### src/rtl/lock_pkg.sv
// Shared definitions for the pass_lock door controller: state encoding,
// door-select constants and a small elaboration-time helper.
package lock_pkg;

  localparam int STATE_W = 3;

  typedef enum logic [STATE_W-1:0] {
    IDLE      = 3'd0,
    WAIT_PASS = 3'd1,
    OPEN      = 3'd2,
    DENY      = 3'd3,
    LOCKOUT   = 3'd4
  } state_t;

  localparam logic DIR_LEFT  = 1'b0;
  localparam logic DIR_RIGHT = 1'b1;

  function automatic int max_int(input int a, input int b);
    return (a > b) ? a : b;
  endfunction

endpackage

### src/rtl/pass_lock_if.sv
// Keypad/switch front end to door actuator bundle. The front end is the
// master (drives the request side); the lock controller is the slave.
interface pass_lock_if #(
  parameter int PASS_W    = 4,
  parameter int MAX_TRIES = 3
);

  localparam int TRY_W = $clog2(MAX_TRIES + 1);

  logic                         request;
  logic                         dir;
  logic                         confirm;
  logic                         prog;
  logic [PASS_W-1:0]            pass_data;
  logic                         en_left;
  logic                         en_right;
  logic                         alarm;
  logic                         err;
  logic [TRY_W-1:0]             dout;
  logic [lock_pkg::STATE_W-1:0] state;

  modport master (
    output request, dir, confirm, prog, pass_data,
    input  en_left, en_right, alarm, err, dout, state
  );

  modport slave (
    input  request, dir, confirm, prog, pass_data,
    output en_left, en_right, alarm, err, dout, state
  );

endinterface

### src/rtl/lock_timer.sv
// Saturating down-counter shared by the door-open window and the alarm
// lockout. A load strobe presets the count; zero flags the final cycle.
module lock_timer #(
  parameter int W = 4
) (
  input  logic         clk,
  input  logic         rst,
  input  logic         load,
  input  logic [W-1:0] load_val,
  output logic         zero
);

  logic [W-1:0] count_q;
  logic [W-1:0] count_d;

  // Load wins over counting; otherwise count down and hold at zero.
  always_comb begin
    count_d = count_q;
    if (load) begin
      count_d = load_val;
    end else if (count_q != '0) begin
      count_d = count_q - W'(1);
    end
  end

  // Count register, cleared by reset.
  always_ff @(posedge clk or negedge rst) begin
    if (!rst) begin
      count_q <= '0;
    end else begin
      count_q <= count_d;
    end
  end

  assign zero = (count_q == '0);

endmodule

### src/rtl/pass_lock.sv
// Password door lock: checks an entered code, opens the selected door for a
// fixed window, counts consecutive failures into a timed alarm lockout, and
// allows the password to be rewritten while a door is open.
module pass_lock
  import lock_pkg::*;
#(
  parameter int              PASS_W    = 4,
  parameter logic [PASS_W-1:0] PASSWORD = 4'b1010,
  parameter int              MAX_TRIES = 3,
  parameter int              OPEN_CYC  = 8,
  parameter int              LOCK_CYC  = 16
) (
  input logic        clk,
  input logic        rst,
  pass_lock_if.slave bus
);

  localparam int TRY_W = $clog2(MAX_TRIES + 1);
  localparam int TMR_W = max_int(1, $clog2(max_int(OPEN_CYC, LOCK_CYC)));

  state_t            state_q, state_d;
  logic [TRY_W-1:0]  fails_q, fails_d;
  logic              dir_q, dir_d;
  logic [PASS_W-1:0] pass_q, pass_d;
  logic              tmr_load;
  logic [TMR_W-1:0]  tmr_val;
  logic              tmr_zero;

  lock_timer #(.W(TMR_W)) u_timer (
    .clk      (clk),
    .rst      (rst),
    .load     (tmr_load),
    .load_val (tmr_val),
    .zero     (tmr_zero)
  );

  // Next-state, failure count, door latch, password update and timer preset.
  always_comb begin
    state_d  = state_q;
    fails_d  = fails_q;
    dir_d    = dir_q;
    pass_d   = pass_q;
    tmr_load = 1'b0;
    tmr_val  = '0;
    case (state_q)
      IDLE: begin
        if (bus.request) begin
          dir_d   = bus.dir;
          state_d = WAIT_PASS;
        end
      end
      WAIT_PASS: begin
        if (!bus.request) begin
          state_d = IDLE;
        end else if (bus.confirm) begin
          if (bus.pass_data == pass_q) begin
            state_d  = OPEN;
            fails_d  = '0;
            tmr_load = 1'b1;
            tmr_val  = TMR_W'(OPEN_CYC - 1);
          end else begin
            fails_d = fails_q + TRY_W'(1);
            if (fails_q == TRY_W'(MAX_TRIES - 1)) begin
              state_d  = LOCKOUT;
              tmr_load = 1'b1;
              tmr_val  = TMR_W'(LOCK_CYC - 1);
            end else begin
              state_d = DENY;
            end
          end
        end
      end
      OPEN: begin
        if (bus.confirm && bus.prog) begin
          pass_d = bus.pass_data;
        end
        if (tmr_zero) begin
          state_d = IDLE;
        end
      end
      DENY: begin
        state_d = bus.request ? WAIT_PASS : IDLE;
      end
      LOCKOUT: begin
        if (tmr_zero) begin
          state_d = IDLE;
          fails_d = '0;
        end
      end
      default: begin
        state_d = IDLE;
      end
    endcase
  end

  // Controller registers; reset restores the factory password.
  always_ff @(posedge clk or negedge rst) begin
    if (!rst) begin
      state_q <= IDLE;
      fails_q <= '0;
      dir_q   <= DIR_LEFT;
      pass_q  <= PASSWORD;
    end else begin
      state_q <= state_d;
      fails_q <= fails_d;
      dir_q   <= dir_d;
      pass_q  <= pass_d;
    end
  end

  assign bus.en_left  = (state_q == OPEN) && (dir_q == DIR_LEFT);
  assign bus.en_right = (state_q == OPEN) && (dir_q == DIR_RIGHT);
  assign bus.alarm    = (state_q == LOCKOUT);
  assign bus.err      = (state_q == DENY);
  assign bus.dout     = TRY_W'(MAX_TRIES) - fails_q;
  assign bus.state    = state_q;

endmodule
### src/flat_wrapper.sv
// flat-port wrapper written by rule: the top's interface ports become plain ports
module pass_lock_flat import lock_pkg::*;
#(
  parameter int              PASS_W    = 4,
  parameter logic [PASS_W-1:0] PASSWORD = 4'b1010,
  parameter int              MAX_TRIES = 3,
  parameter int              OPEN_CYC  = 8,
  parameter int              LOCK_CYC  = 16
)
  (clk, rst, bus_request, bus_dir, bus_confirm, bus_prog, bus_pass_data, bus_en_left, bus_en_right, bus_alarm, bus_err, bus_dout, bus_state);
  pass_lock_if #(.PASS_W(PASS_W), .MAX_TRIES(MAX_TRIES)) bus_i ();
  input logic clk;
  input logic rst;
  input wire logic [$bits(bus_i.request)-1:0] bus_request;
  input wire logic [$bits(bus_i.dir)-1:0] bus_dir;
  input wire logic [$bits(bus_i.confirm)-1:0] bus_confirm;
  input wire logic [$bits(bus_i.prog)-1:0] bus_prog;
  input wire logic [$bits(bus_i.pass_data)-1:0] bus_pass_data;
  output wire logic [$bits(bus_i.en_left)-1:0] bus_en_left;
  output wire logic [$bits(bus_i.en_right)-1:0] bus_en_right;
  output wire logic [$bits(bus_i.alarm)-1:0] bus_alarm;
  output wire logic [$bits(bus_i.err)-1:0] bus_err;
  output wire logic [$bits(bus_i.dout)-1:0] bus_dout;
  output wire logic [$bits(bus_i.state)-1:0] bus_state;
  assign bus_i.request = bus_request;
  assign bus_i.dir = bus_dir;
  assign bus_i.confirm = bus_confirm;
  assign bus_i.prog = bus_prog;
  assign bus_i.pass_data = bus_pass_data;
  assign bus_en_left = bus_i.en_left;
  assign bus_en_right = bus_i.en_right;
  assign bus_alarm = bus_i.alarm;
  assign bus_err = bus_i.err;
  assign bus_dout = bus_i.dout;
  assign bus_state = bus_i.state;
  pass_lock #(.PASS_W(PASS_W), .PASSWORD(PASSWORD), .MAX_TRIES(MAX_TRIES), .OPEN_CYC(OPEN_CYC), .LOCK_CYC(LOCK_CYC)) u_core (.clk(clk), .rst(rst), .bus(bus_i));
endmodule
### config.mk
export PLATFORM = sky130hd
export DESIGN_NAME = pass_lock_flat
export DESIGN_NICKNAME = d
export VERILOG_FILES = /design/src/rtl/lock_pkg.sv /design/src/rtl/pass_lock_if.sv /design/src/rtl/lock_timer.sv /design/src/rtl/pass_lock.sv /design/src/flat_wrapper.sv
export SDC_FILE = /design/constraint.sdc
export NUM_CORES = 1
export LEC_CHECK = 0
export ABC_AREA = 0
export ABC_CLOCK_PERIOD_IN_PS = 2000
export CAP_MARGIN = 20
export CORE_MARGIN = 4
export CORE_UTILIZATION = 47
export CTS_CLUSTER_DIAMETER = 100
export DETAILED_ROUTE_END_ITERATION = 6
export PLACE_DENSITY = 0.76
export SLEW_MARGIN = 20
export SYNTH_ARGS = -nofsm -noshare
export SYNTH_HDL_FRONTEND = slang
export SYNTH_SLANG_ARGS = --single-unit
export TNS_END_PERCENT = 10
### constraint.sdc
create_clock -name clk -period 2 [get_ports clk]
set_input_delay 0.6 -clock clk [delete_from_list [all_inputs] [get_ports clk]]
set_output_delay 0.6 -clock clk [all_outputs]
set_load 0.02 [all_outputs]
==> results.cfg <==
[place]
place_inst = 110
placed_area_sq_um = 1020
dp_hpwl_um = 1200
io_buffer_count = 18
gp_congestion = 0.768

[worst_setup_path]
r2r.worst_path.cells = 6
r2r_slack_ns = 0.39
cp.required_ns = 1.40
r2r_end = u_core.fails_q[1]$_DFFE_PN0P_
path_delay_family = flip-flops
crit_fanout = 5
reg2reg_from = u_core.u_timer.count_q[0]$_DFFE_PN0P_
setup.worst_path.end_class = output pin
worst-path-buf-inv = 1
cp.arrival_ns = 1.33
cp_cell_sequence = nor3b_2, clkdlybuf4s15_1
max_stage_delay_ns = 0.45
cp.depth = 2
start_kind = register
path_class = reg -> out
crit_slowest_cell = dfrtp_2

[worst_hold_path]
hold_class = reg -> reg
worstHoldStart = u_core.dir_q$_DFFE_PN0P_
min_path_cells = 1
holdPathEnd = u_core.dir_q$_DFFE_PN0P_

[sta]
finalCritPeriodShare = 0.967
maxSlewViolCount = 0
setup_viol = 0
max_slew_margin = 0.769
max_clock_freq_mhz = 517
fin_crit_ns = 1.93
rsz0062_at_grt = yes
tightest_slew_ns = 0.346
final_hold_viol_count = 0
finClkSkew_ns = 0.00706
whs_ns = 0.523

[power]
powerDensity_nw_per_um2 = 1330
p_leak_uw = 0.000488
ir_drop_mv = 0.808

[synthesis]
postSynth.asyncResetShare = 1.00
syn_inst = 72
synth.distinct_cells = 31
synth_edf_count = 0
ys_seq_elements = 14
ys_seq_area_frac = 0.445
synth_top_area_share = 0.379
ys.flop_type = dfrtp_1
yosys_warnings = 0
synth_area_leader_cell = dfrtp_1
syn_area_sq_um = 792
synth_area_per_cell_sq_um = 11.0
synth_nets = 85
synthTopCellsByArea = dfrtp_1 38%, mux2_4 7.6%, dfstp_2 6.6%

[cts]
cts_root_buf = clkbuf_4
clockBufferDepth = 2
cts_buffers = 3
cts_tree = built
clk_pin_slew_worst_paths_ns = 0.08
cts.sink_count = 14
htree_levels = 1
clock_latency_ns = 0.28

[global_route]
overflow = 0
grt_antenna_before_repair = 0
grt_max_degree = 15
grt.total_usage = 0.142
first_global_vias = 622
grt_pass1_wl_um = 2690

[detailed_routing]
vias_per_cell = 5.32
drt_iter0_drc = 1
drtPass1Iterations = 4
drt_wl_total_um = 1510
dr_total_vias = 601
ant_nets = 0
post_drt_wl_per_cell_um = 13.4
drc = 0

[finish]
final.fill_count = 139
nNetsFinal = 112
instances_no_fill = 113
drive_gt1_frac = 0.227
layout_common_cells = 11 x clkdlybuf4s50_1, 10 x dfrtp_1, 6 x inv_1, 6 x xnor2_1, 5 x buf_4
area_growth_pct = 30.3
final_common_cell = clkdlybuf4s50_1
stdcell_area_sq_um = 1030
antenna_cells = 0

[die]
io_pins = 19
core_area_sq_um = 1540
rows = 14
initial_utilization = 0.514
die_y_um = 49.1
die_area_sq_um = 2410
die_w_um = 49.1

[run_status]
status = finished, final reports clean

[flow_run]
cap_violations = 0
-- repair_timing --
| item | in CTS | in global routing |
|---|---|---|
| resized for setup | 10 | 8 |
| pin swaps | 0 | 1 |
| endpoints found under the setup margin | 6 | 5 |
| setup buffers | 0 | 0 |
| endpoints found under the hold margin | 0 | 0 |
| hold buffers | 0 | 0 |
-- per-layer routing --
metal	wire length [um]	part of all wire	track usage	vias to the layer above
met3	89	0.059	0.0520	5
li1	-	-	-	298
met1	717	0.47	0.179	283
met5	0	0	0	-
met2	686	0.45	0.226	15
met4	17	0.011	0.0404	0
-- Yosys cell counts, types with 2 or more instances --
cell	number
a22o_1	2
and2_1	2
dfrtp_1	12
dfstp_2	2
ha_1	3
inv_1	6
mux2_4	4
nand2_1	4
nand2b_1	3
nand3_1	3
nor3_1	2
nor3b_1	2
nor3b_2	2
o211ai_1	2
o21ai_1	2
xnor2_1	6
-- stage by stage --
stage	power, uW	TNS (ns)	worst slack [ns]	utilization
after global routing	1500	-0.0201	-0.0170	0.670
after detailed placement	1250	-0.0165	-0.0165	0.661
after global placement	1230	0	0.0238	0.661
after CTS	1400	0	0.00454	0.674
final	1380	0	0.0668	0.670
after floorplan	1000	0	0.247	-
-- logic make-up (layout without fill, tap and decap cells) --
| group | after synthesis | in the layout | synth area share |
|---|---|---|---|
| buf+inv | 7 | 32 | 0.0427 |
| mux | 5 | 5 | 0.0900 |
| flops | 14 | 14 | 0.445 |
| xor+xnor | 6 | 6 | 0.0664 |
| simple gates | 28 | 28 | 0.227 |
| fa+ha+maj | 3 | 3 | 0.0474 |
| compound gates | 9 | 9 | 0.0806 |
-- state kept, by name (all words and copies together), names as in the netlist --
name                    count
u_core.bus.state            3
u_core.pass_q               4
u_core.u_timer.count_q      4
u_core.dir_q                1
u_core.fails_q              2
-- how the worst max path moves through the flow --
stage                                     from          end  slack, ns
2_1_floorplan  u_core.bus.state[0]$_DFFE_PN0P_      bus_err       0.25
3_3_place_gp   u_core.bus.state[0]$_DFFE_PN0P_  bus_en_left       0.02
3_5_place_dp   u_core.bus.state[0]$_DFFE_PN0P_  bus_en_left      -0.02
4_1_cts        u_core.bus.state[0]$_DFFE_PN0P_  bus_en_left      0.005
5_1_grt        u_core.bus.state[0]$_DFFE_PN0P_    bus_alarm      -0.02
6_report       u_core.bus.state[0]$_DFFE_PN0P_    bus_alarm       0.07
-- power by group --
part	total (uW)	internal, uW	leakage (uW)	switching (uW)
clock network	156	69.8	0.0000138	86.3
registers	540	431	0.000167	110
logic	680	371	0.000308	309
total	1380	871	0.000488	505
-- worst reg2reg max path, delay by kind of cell (launching register included) --
family | cells | cell delay, ns
flip-flops | 1 | 0.38
AND/OR/NAND/NOR | 2 | 0.50
buffers and inverters | 1 | 0.12
AO/OA/AOI/OAI | 2 | 0.32
adder cells (fa/ha/maj) | 1 | 0.19
-- layout make-up --
class / instances / area (sq um) / share of cell area
multi-input cells: 51 / 405 / 0.393
flip-flops and latches: 14 / 355 / 0.344
repair buffers: 23 / 206 / 0.200
clock buffers: 3 / 22.5 / 0.0218
inverters: 6 / 22.5 / 0.0218
well taps: 16 / 20.0 / 0.0194
Note: power is estimated with default switching activity, not from simulation.
